===== src/rtl/muldiv_sequencer.sv =====
// muldiv_sequencer: multi-cycle shift-add multiplier / restoring divider
// that owns HI/LO. The multiply or divide takes WIDTH+2 cycles.
// Ports: clk, reset (sync, active-high); start_i/op_i/rs_i/rt_i start an
// operation; mf_read_i is an MFHI/MFLO read request. busy_o, done_o,
// stall_o and hi_o/lo_o report the state and the result.
module muldiv_sequencer #(
  parameter int WIDTH = 32
) (
  input  logic             clk,
  input  logic             reset,
  input  logic             start_i,
  input  logic [2:0]       op_i,
  input  logic [WIDTH-1:0] rs_i,
  input  logic [WIDTH-1:0] rt_i,
  input  logic             mf_read_i,
  output logic             busy_o,
  output logic             done_o,
  output logic             stall_o,
  output logic [WIDTH-1:0] hi_o,
  output logic [WIDTH-1:0] lo_o
);
  localparam int CW = $clog2(WIDTH);
  localparam logic [2:0] OP_MULT  = 3'd1;
  localparam logic [2:0] OP_MULTU = 3'd2;
  localparam logic [2:0] OP_DIV   = 3'd3;
  localparam logic [2:0] OP_DIVU  = 3'd4;
  localparam logic [2:0] OP_MTHI  = 3'd5;
  localparam logic [2:0] OP_MTLO  = 3'd6;

  typedef enum logic [1:0] {
    S_IDLE,
    S_ITER,
    S_FIXUP
  } state_t;

  state_t r_state;
  state_t w_state_nxt;
  logic   w_go;
  logic   w_mthi;
  logic   w_mtlo;

  logic [CW-1:0]      r_cnt;
  logic               r_prep;
  logic               r_div;
  logic               r_sgn;
  logic               r_neg_q;
  logic               r_neg_r;
  logic               r_dz;
  logic               r_done;
  logic [2*WIDTH-1:0] r_p;
  logic [WIDTH-1:0]   r_d;
  logic [WIDTH-1:0]   r_hi;
  logic [WIDTH-1:0]   r_lo;

  always_comb begin
    w_state_nxt = r_state;
    w_go        = 1'b0;
    w_mthi      = 1'b0;
    w_mtlo      = 1'b0;
    unique case (r_state)
      S_IDLE: begin
        if (start_i) begin
          unique case (op_i)
            OP_MULT, OP_MULTU, OP_DIV, OP_DIVU: begin
              w_go        = 1'b1;
              w_state_nxt = S_ITER;
            end
            OP_MTHI: w_mthi = 1'b1;
            OP_MTLO: w_mtlo = 1'b1;
            default: ;
          endcase
        end
      end
      S_ITER: begin
        if (!r_prep && r_cnt == '0)
          w_state_nxt = S_FIXUP;
      end
      S_FIXUP: w_state_nxt = S_IDLE;
      default: w_state_nxt = S_IDLE;
    endcase
  end

  always_ff @(posedge clk) begin
    if (reset) r_state <= S_IDLE;
    else       r_state <= w_state_nxt;
  end

  // First ITER cycle converts the raw operands to magnitudes.
  logic [WIDTH-1:0] w_a_raw;
  logic [WIDTH-1:0] w_a_mag;
  logic [WIDTH-1:0] w_d_mag;
  assign w_a_raw = r_p[WIDTH-1:0];
  assign w_a_mag = (r_sgn & w_a_raw[WIDTH-1]) ? -w_a_raw : w_a_raw;
  assign w_d_mag = (r_sgn & r_d[WIDTH-1]) ? -r_d : r_d;

  // Shift-add: multiplier in the low half is consumed LSB first.
  logic [WIDTH:0]     w_madd;
  logic [2*WIDTH-1:0] w_mul_nxt;
  assign w_madd = {1'b0, r_p[2*WIDTH-1:WIDTH]}
                + (r_p[0] ? {1'b0, r_d} : '0);
  assign w_mul_nxt = {w_madd, r_p[WIDTH-1:1]};

  // Restoring divide: remainder high, dividend/quotient low.
  logic [WIDTH+1:0]   w_diff;
  logic [2*WIDTH-1:0] w_div_nxt;
  assign w_diff = {1'b0, r_p[2*WIDTH-1:WIDTH-1]} - {2'b00, r_d};
  assign w_div_nxt = w_diff[WIDTH+1]
                   ? {r_p[2*WIDTH-2:0], 1'b0}
                   : {w_diff[WIDTH-1:0], r_p[WIDTH-2:0], 1'b1};

  logic [2*WIDTH-1:0] w_prod;
  logic [WIDTH-1:0]   w_quo;
  logic [WIDTH-1:0]   w_rem;
  logic [WIDTH-1:0]   w_quo_s;
  logic [WIDTH-1:0]   w_rem_s;
  assign w_prod  = r_neg_q ? -r_p : r_p;
  assign w_quo   = r_p[WIDTH-1:0];
  assign w_rem   = r_p[2*WIDTH-1:WIDTH];
  assign w_quo_s = r_neg_q ? -w_quo : w_quo;
  assign w_rem_s = r_neg_r ? -w_rem : w_rem;

  always_ff @(posedge clk) begin
    if (reset) begin
      r_cnt   <= '0;
      r_prep  <= 1'b0;
      r_div   <= 1'b0;
      r_sgn   <= 1'b0;
      r_neg_q <= 1'b0;
      r_neg_r <= 1'b0;
      r_dz    <= 1'b0;
      r_done  <= 1'b0;
      r_p     <= '0;
      r_d     <= '0;
      r_hi    <= '0;
      r_lo    <= '0;
    end else begin
      r_done <= 1'b0;
      if (w_mthi) r_hi <= rs_i;
      if (w_mtlo) r_lo <= rs_i;
      if (w_go) begin
        r_p    <= {{WIDTH{1'b0}}, rs_i};
        r_d    <= rt_i;
        r_div  <= (op_i == OP_DIV) || (op_i == OP_DIVU);
        r_sgn  <= (op_i == OP_MULT) || (op_i == OP_DIV);
        r_prep <= 1'b1;
        r_cnt  <= CW'(WIDTH - 1);
      end
      if (r_state == S_ITER) begin
        if (r_prep) begin
          r_prep  <= 1'b0;
          r_p     <= {{WIDTH{1'b0}}, w_a_mag};
          r_d     <= w_d_mag;
          r_neg_q <= r_sgn & (w_a_raw[WIDTH-1] ^ r_d[WIDTH-1]);
          r_neg_r <= r_sgn & r_div & w_a_raw[WIDTH-1];
          r_dz    <= r_div & (r_d == '0);
        end else begin
          r_p   <= r_div ? w_div_nxt : w_mul_nxt;
          r_cnt <= r_cnt - 1'b1;
        end
      end
      if (r_state == S_FIXUP) begin
        r_done <= 1'b1;
        if (r_div) begin
          r_hi <= r_dz ? '0 : w_rem_s;
          r_lo <= r_dz ? '0 : w_quo_s;
        end else begin
          r_hi <= w_prod[2*WIDTH-1:WIDTH];
          r_lo <= w_prod[WIDTH-1:0];
        end
      end
    end
  end

  assign busy_o  = (r_state != S_IDLE);
  assign done_o  = r_done;
  assign stall_o = mf_read_i & busy_o;
  assign hi_o    = r_hi;
  assign lo_o    = r_lo;
endmodule


===== config.mk =====
export PLATFORM = sky130hd
export DESIGN_NAME = muldiv_sequencer
export DESIGN_NICKNAME = d
export VERILOG_FILES = /design/src/rtl/muldiv_sequencer.sv
export SDC_FILE = /design/constraint.sdc
export NUM_CORES = 1
export LEC_CHECK = 0
export CAP_MARGIN = 20
export CORE_MARGIN = 3
export CORE_UTILIZATION = 33
export DETAILED_ROUTE_END_ITERATION = 6
export GPL_TIMING_DRIVEN = 0
export SETUP_SLACK_MARGIN = 0.02
export SLEW_MARGIN = 20
export SYNTH_ARGS = -nofsm -noshare
export SYNTH_HDL_FRONTEND = slang
export SYNTH_SLANG_ARGS = --single-unit
export TNS_END_PERCENT = 100

===== constraint.sdc =====
create_clock -name clk -period 10.15 [get_ports clk]
set_input_delay 2.03 -clock clk [delete_from_list [all_inputs] [get_ports clk]]
set_output_delay 2.03 -clock clk [all_outputs]
set_load 0.01 [all_outputs]

# Word level (Yosys, flattened, before mapping)

Index checks and enable logic that the tools add are counted.

Logic and storage cells: 99
Flip-flop bits (word level): 174
Output and inout bits: 67
Bits of input ports: 71

Add/sub/neg operators: 7
Eq/ne operators: 13
Reduce and logical (&&, ||, !) cells: 15
Bitwise logic cells: 8
Multiplexer cells: 42

Operator list:

| cell                                             | count |
|---|---|
| two-way mux 32 bit                               | 16 |
| two-way mux 64 bit                               | 6 |
| negator 32 bit                                   | 3 |
| negator 64 bit                                   | 1 |
| subtractor 33 x 32 -> 34 bit                     | 1 |
| adder 32 x 32 -> 33 bit                          | 1 |
| logical NOT 32 bit                               | 1 |
| two-way mux 5 bit                                | 3 |
| two-way mux 1 bit                                | 13 |
| == test 3 bit, second input constant             | 3 |
| nonzero test 2 bit                               | 4 |
| AND 1 bit                                        | 7 |
| == test 3 x 2 -> 1 bit, second input constant    | 2 |
| two-way mux 2 bit                                | 3 |
| inequality test 3 bit, second input constant     | 2 |
| logical NOT 5 bit                                | 1 |
| subtractor 5 x 1 -> 5 bit, second input constant | 1 |
| inequality test 2 bit, second input constant     | 2 |
| case mux 2 bit (2 select lines)                  | 1 |
| AND reduction 2 bit                              | 2 |
| OR reduction 4 bit                               | 1 |
| == test 3 x 1 -> 1 bit, second input constant    | 1 |
| AND reduction 3 bit                              | 1 |
| == test 2 x 1 -> 1 bit, second input constant    | 1 |
| 7 further kinds                                  | 8 |

# Depth between registers and ports, before layout

Depth after elaboration: 8
Gate-level depth with buffers: 14
Depth with buffers taken out: 14

# Worst setup path after synthesis

Ideal clock, no wire load.

Kind: input to output
From: input mf_read_i
To: output stall_o
Setup slack: 5.893 ns
Buffers on the path: 0
Arrival time: 2.227 ns
Stages: 1
Data required time: 8.120 ns
Path through: nor2b_1

Longest elaborated chain between the ends: 1

RTL lines:

| element            | line | text |
|---|---|---|
| start: declaration | 15   | `input logic mf_read_i,` |
| AND 1 bit          | 176  | `assign stall_o = mf_read_i & busy_o;` |
| end: declaration   | 18   | `output logic stall_o,` |

No other way between the ends.

# Worst setup path after layout

Same ends and word-level chain as after synthesis.

==> metrics.txt <==
# TYPE chip_impl_metric gauge
chip_impl_info{name="outcome",value="complete, no violations"} 1
chip_impl_metric{name="die_width",unit="µm"} 218.7
chip_impl_metric{name="postRouteWirelength",unit="µm"} 67090
chip_impl_metric{name="syn_inst",unit=""} 2074
chip_impl_metric{name="fin_crit_sh",unit="%"} 51.05
chip_impl_metric{name="clkLatencyLatePin",unit="ns"} 0.47
chip_impl_metric{name="postCtsHoldBufs",unit=""} 0
chip_impl_metric{name="grt_start_max_net_pins",unit=""} 17
chip_impl_metric{name="initialDrtViolationCount",unit=""} 2011
chip_impl_metric{name="synth_seq_area_share",unit="%"} 23.34
chip_impl_metric{name="finalSetupTns",unit="ns"} 0
chip_impl_metric{name="antenna-diode-count",unit=""} 0
chip_impl_info{name="endpoint_of_the_lowest_slack_register_to_register_path",value="r_p[56]"} 1
chip_impl_metric{name="via_total_after_detailed_routing",unit=""} 17010
chip_impl_metric{name="htree_num_levels",unit=""} 4
chip_impl_info{name="clock_tree_from_tritoncts",value="done"} 1
chip_impl_metric{name="drive_above_1_share",unit="%"} 3.705
chip_impl_metric{name="crit_fanout",unit=""} 1
chip_impl_metric{name="syn-cell-area",unit="µm²"} 14920
chip_impl_metric{name="detailedPlacementHpwl",unit="µm"} 52260
chip_impl_metric{name="final_net_count",unit=""} 2372
chip_impl_metric{name="row_count",unit=""} 77
chip_impl_metric{name="report.final.setup_viol",unit=""} 0
chip_impl_metric{name="multiInputGateArea",unit="µm²"} 10520
chip_impl_metric{name="first_global_vias",unit=""} 15930
chip_impl_info{name="post-synth-top-count-cell",value="sky130_fd_sc_hd__nor2_1"} 1
chip_impl_metric{name="area.sequential",unit="µm²"} 3483
chip_impl_metric{name="fmaxAchievable",unit="MHz"} 193.0
chip_impl_metric{name="critPathRequiredTime",unit="ns"} 8.12
chip_impl_metric{name="max-clock-path-buffers",unit=""} 2
chip_impl_metric{name="worst_ir_drop_vdd",unit="mV"} 0.08300
chip_impl_metric{name="vias_per_cell",unit=""} 6.005
chip_impl_metric{name="synth-seq-cells",unit=""} 174
chip_impl_metric{name="floorplan.die_area",unit="µm²"} 47810
chip_impl_metric{name="p_per_area",unit="nW/µm²"} 130.8
chip_impl_info{name="setup.worst_path.start_class",value="primary input"} 1
chip_impl_info{name="synthDominantAreaCellType",value="sky130_fd_sc_hd__dfxtp_1"} 1
chip_impl_metric{name="maxSlewHeadroom",unit="%"} 30.81
chip_impl_metric{name="tritoncts_sinks",unit=""} 174
chip_impl_info{name="synthFlopType",value="sky130_fd_sc_hd__dfxtp_1"} 1
chip_impl_metric{name="arrival_time_at_the_worst_endpoint",unit="ns"} 3.15
chip_impl_metric{name="cts_inserted_buffers",unit=""} 17
chip_impl_metric{name="grt_first_pass_wirelength",unit="µm"} 100500
chip_impl_metric{name="avgSynthCellArea",unit="µm²"} 7.196
chip_impl_metric{name="synth_edf_count",unit=""} 0
chip_impl_info{name="worst_hold_path_type",value="flip-flop to flip-flop"} 1
chip_impl_metric{name="start_util",unit="%"} 33.60
chip_impl_metric{name="gr-total-overflow",unit=""} 0
chip_impl_metric{name="placer_s_final_routability_congestion_estimate",unit=""} 0.9827
chip_impl_metric{name="slew_of_the_pin_with_the_lowest_slew_margin",unit="ns"} 1.038
chip_impl_metric{name="ys_warn_count",unit=""} 0
chip_impl_metric{name="drt_pre_antenna_iters",unit=""} 6
chip_impl_metric{name="areaGrowthSynthToFinish",unit="%"} 18.08
chip_impl_metric{name="grt_usage",unit="%"} 27.48
chip_impl_info{name="crit-reg2reg-launch",value="r_p[31]"} 1
chip_impl_info{name="synthTopCellsByArea",value="sky130_fd_sc_hd__dfxtp_1, sky130_fd_sc_hd__a21oi_1, sky130_fd_sc_hd__ha_1, sky130_fd_sc_hd__nor2_1, sky130_fd_sc_hd__nand2_1"} 1
chip_impl_metric{name="post-route-min-period",unit="ns"} 5.182
chip_impl_metric{name="post_cts_buffers",unit=""} 0
chip_impl_metric{name="p_leak",unit="µW"} 0.006424
chip_impl_info{name="crit_path_end",value="stall_o"} 1
chip_impl_metric{name="max_cap_violations",unit=""} 0
chip_impl_metric{name="slew_violations",unit=""} 0
chip_impl_info{name="synth_common_cells",value="sky130_fd_sc_hd__nor2_1, sky130_fd_sc_hd__nand2_1, sky130_fd_sc_hd__a21oi_1, sky130_fd_sc_hd__dfxtp_1, sky130_fd_sc_hd__clkbuf_1"} 1
chip_impl_info{name="crit_path_start",value="mf_read_i"} 1
chip_impl_info{name="crit_path_end_kind",value="output pin"} 1
chip_impl_metric{name="worstRegToRegCells",unit=""} 14
chip_impl_metric{name="remaining_drc_errors",unit=""} 0
chip_impl_metric{name="port_buffers",unit=""} 136
chip_impl_metric{name="fill_cells",unit=""} 4652
chip_impl_metric{name="grt_antenna_before_repair",unit=""} 0
chip_impl_info{name="root_driver",value="sky130_fd_sc_hd__clkbuf_16"} 1
chip_impl_metric{name="r2r_slack",unit="ns"} 5.79
chip_impl_metric{name="synth_top_area_share",unit="%"} 23.34
chip_impl_metric{name="ctsResizeCount",unit=""} 0
chip_impl_metric{name="top_level_ports",unit=""} 138
chip_impl_metric{name="die_h",unit="µm"} 218.7
chip_impl_metric{name="ys_async_sr_fraction",unit="%"} 0
chip_impl_info{name="setup_repair_after_global_routing_missed_its_margin",value="no"} 1
chip_impl_metric{name="timing.clock.skew",unit="ns"} 0.02123
chip_impl_metric{name="clk_pin_slew",unit="ns"} 0.07
chip_impl_metric{name="timing.final.hold_violations",unit=""} 0
chip_impl_info{name="critical_setup_path_class",value="primary input to output pin"} 1
chip_impl_metric{name="post_route_hold_slack",unit="ns"} 0.4982
chip_impl_metric{name="floorplan.core_area",unit="µm²"} 44410
chip_impl_metric{name="syn_nets",unit=""} 2216
chip_impl_metric{name="synthDistinctLibCells",unit=""} 80
chip_impl_metric{name="route.antenna.remaining_nets",unit=""} 0
chip_impl_metric{name="wl_per_cell",unit="µm"} 23.69
state kept, by name, indices dropped and copies added (netlist names):
register / cells
r_prep: 1
r_state: 2
r_div: 1
lo_o: 32
r_neg_q: 1
r_sgn: 1
r_neg_r: 1
r_p: 64
done_o: 1
r_dz: 1
r_cnt: 5
hi_o: 32
r_d: 32
cells by family after synthesis:
logic type,synth area share [%]
simple gates,23.36
compound gates,29.73
buf+inv,6.212
flops,23.34
xor+xnor,8.862
fa+ha+maj,6.053
mux,2.448
worst max-delay path, cell delays in order:
cell and delay, ns:
sky130_fd_sc_hd__clkdlybuf4s50_1 0.44, sky130_fd_sc_hd__nor2b_1 0.13, sky130_fd_sc_hd__clkdlybuf4s50_1 0.55
layer usage:
layer	track usage, %	wire, µm	share of wire [%]
met5	0	0	0
met3	4.880	5973	8.9
met4	12.79	3353	5.0
met1	37.08	28950	43
met2	42.56	28810	43
worst min-delay path by stage:
stage	endpoint	slack, ns	start	depth (start not counted)
final	r_cnt[3]	0.50	r_cnt[3]	1
after floorplan	r_cnt[3]	0.45	r_cnt[3]	1
after CTS	r_cnt[3]	0.50	r_cnt[3]	1
after global routing	lo_o[1]	0.52	lo_o[1]	2
after global placement	r_cnt[3]	0.47	r_cnt[3]	1
after detailed placement	r_cnt[3]	0.48	r_cnt[3]	1
cell usage in the layout, fill, tap and decap left out, types with 18 or more instances in the layout:
cell and instances:
sky130_fd_sc_hd__nor2_1 220, sky130_fd_sc_hd__nand2_1 200, sky130_fd_sc_hd__a21oi_1 190, sky130_fd_sc_hd__dfxtp_1 174
sky130_fd_sc_hd__clkbuf_1 143, sky130_fd_sc_hd__o21ai_0 139, sky130_fd_sc_hd__clkdlybuf4s50_1 136, sky130_fd_sc_hd__xor2_1 76
sky130_fd_sc_hd__xnor2_1 75, sky130_fd_sc_hd__nor3_1 70, sky130_fd_sc_hd__ha_1 69, sky130_fd_sc_hd__inv_1 57
sky130_fd_sc_hd__a211oi_1 52, sky130_fd_sc_hd__a22oi_1 51, sky130_fd_sc_hd__o211ai_1 45, sky130_fd_sc_hd__mux2i_1 32
sky130_fd_sc_hd__o22ai_1 29, sky130_fd_sc_hd__nand3_1 29, sky130_fd_sc_hd__or3_1 26, sky130_fd_sc_hd__a21o_1 25
sky130_fd_sc_hd__a31oi_1 24, sky130_fd_sc_hd__nand2b_1 22, sky130_fd_sc_hd__nor2b_1 20, sky130_fd_sc_hd__a221oi_1 19
sky130_fd_sc_hd__nand4_1 19, sky130_fd_sc_hd__and3_1 18
through the flow:
step	cell area (µm²)	util [%]	setup WS (ns)	power, µW	cells
2_1_floorplan	14920	-	5.893	1313	2074
3_5_place_dp	17040	38.38	4.775	1603	2803
4_1_cts	17620	39.68	4.959	2292	2832
5_1_grt	17620	39.68	4.916	2409	2832
6_report	17620	39.68	4.968	2305	2832
3_3_place_gp	17030	38.34	4.777	1598	2802
power breakdown:
| group | leakage [µW] | switching, µW | total (µW) | internal, µW |
|---|---|---|---|---|
| combinational | 0.00472 | 552 | 847 | 295 |
| sequential | 0.00142 | 37.9 | 765 | 727 |
| clock | 0.000282 | 312 | 693 | 380 |
final cells by class:
type / count / share of cell area (%)
Buffer: 178 / 4.047
Clock buffer: 21 / 2.670
Clock inverter: 8 / 0.6106
Inverter: 57 / 1.214
Multi-Input combinational cell: 1665 / 59.72
Sequential cell: 174 / 19.77
Tap cell: 592 / 4.203
Timing Repair Buffer: 137 / 7.768
(Power assumes the default switching activity.)
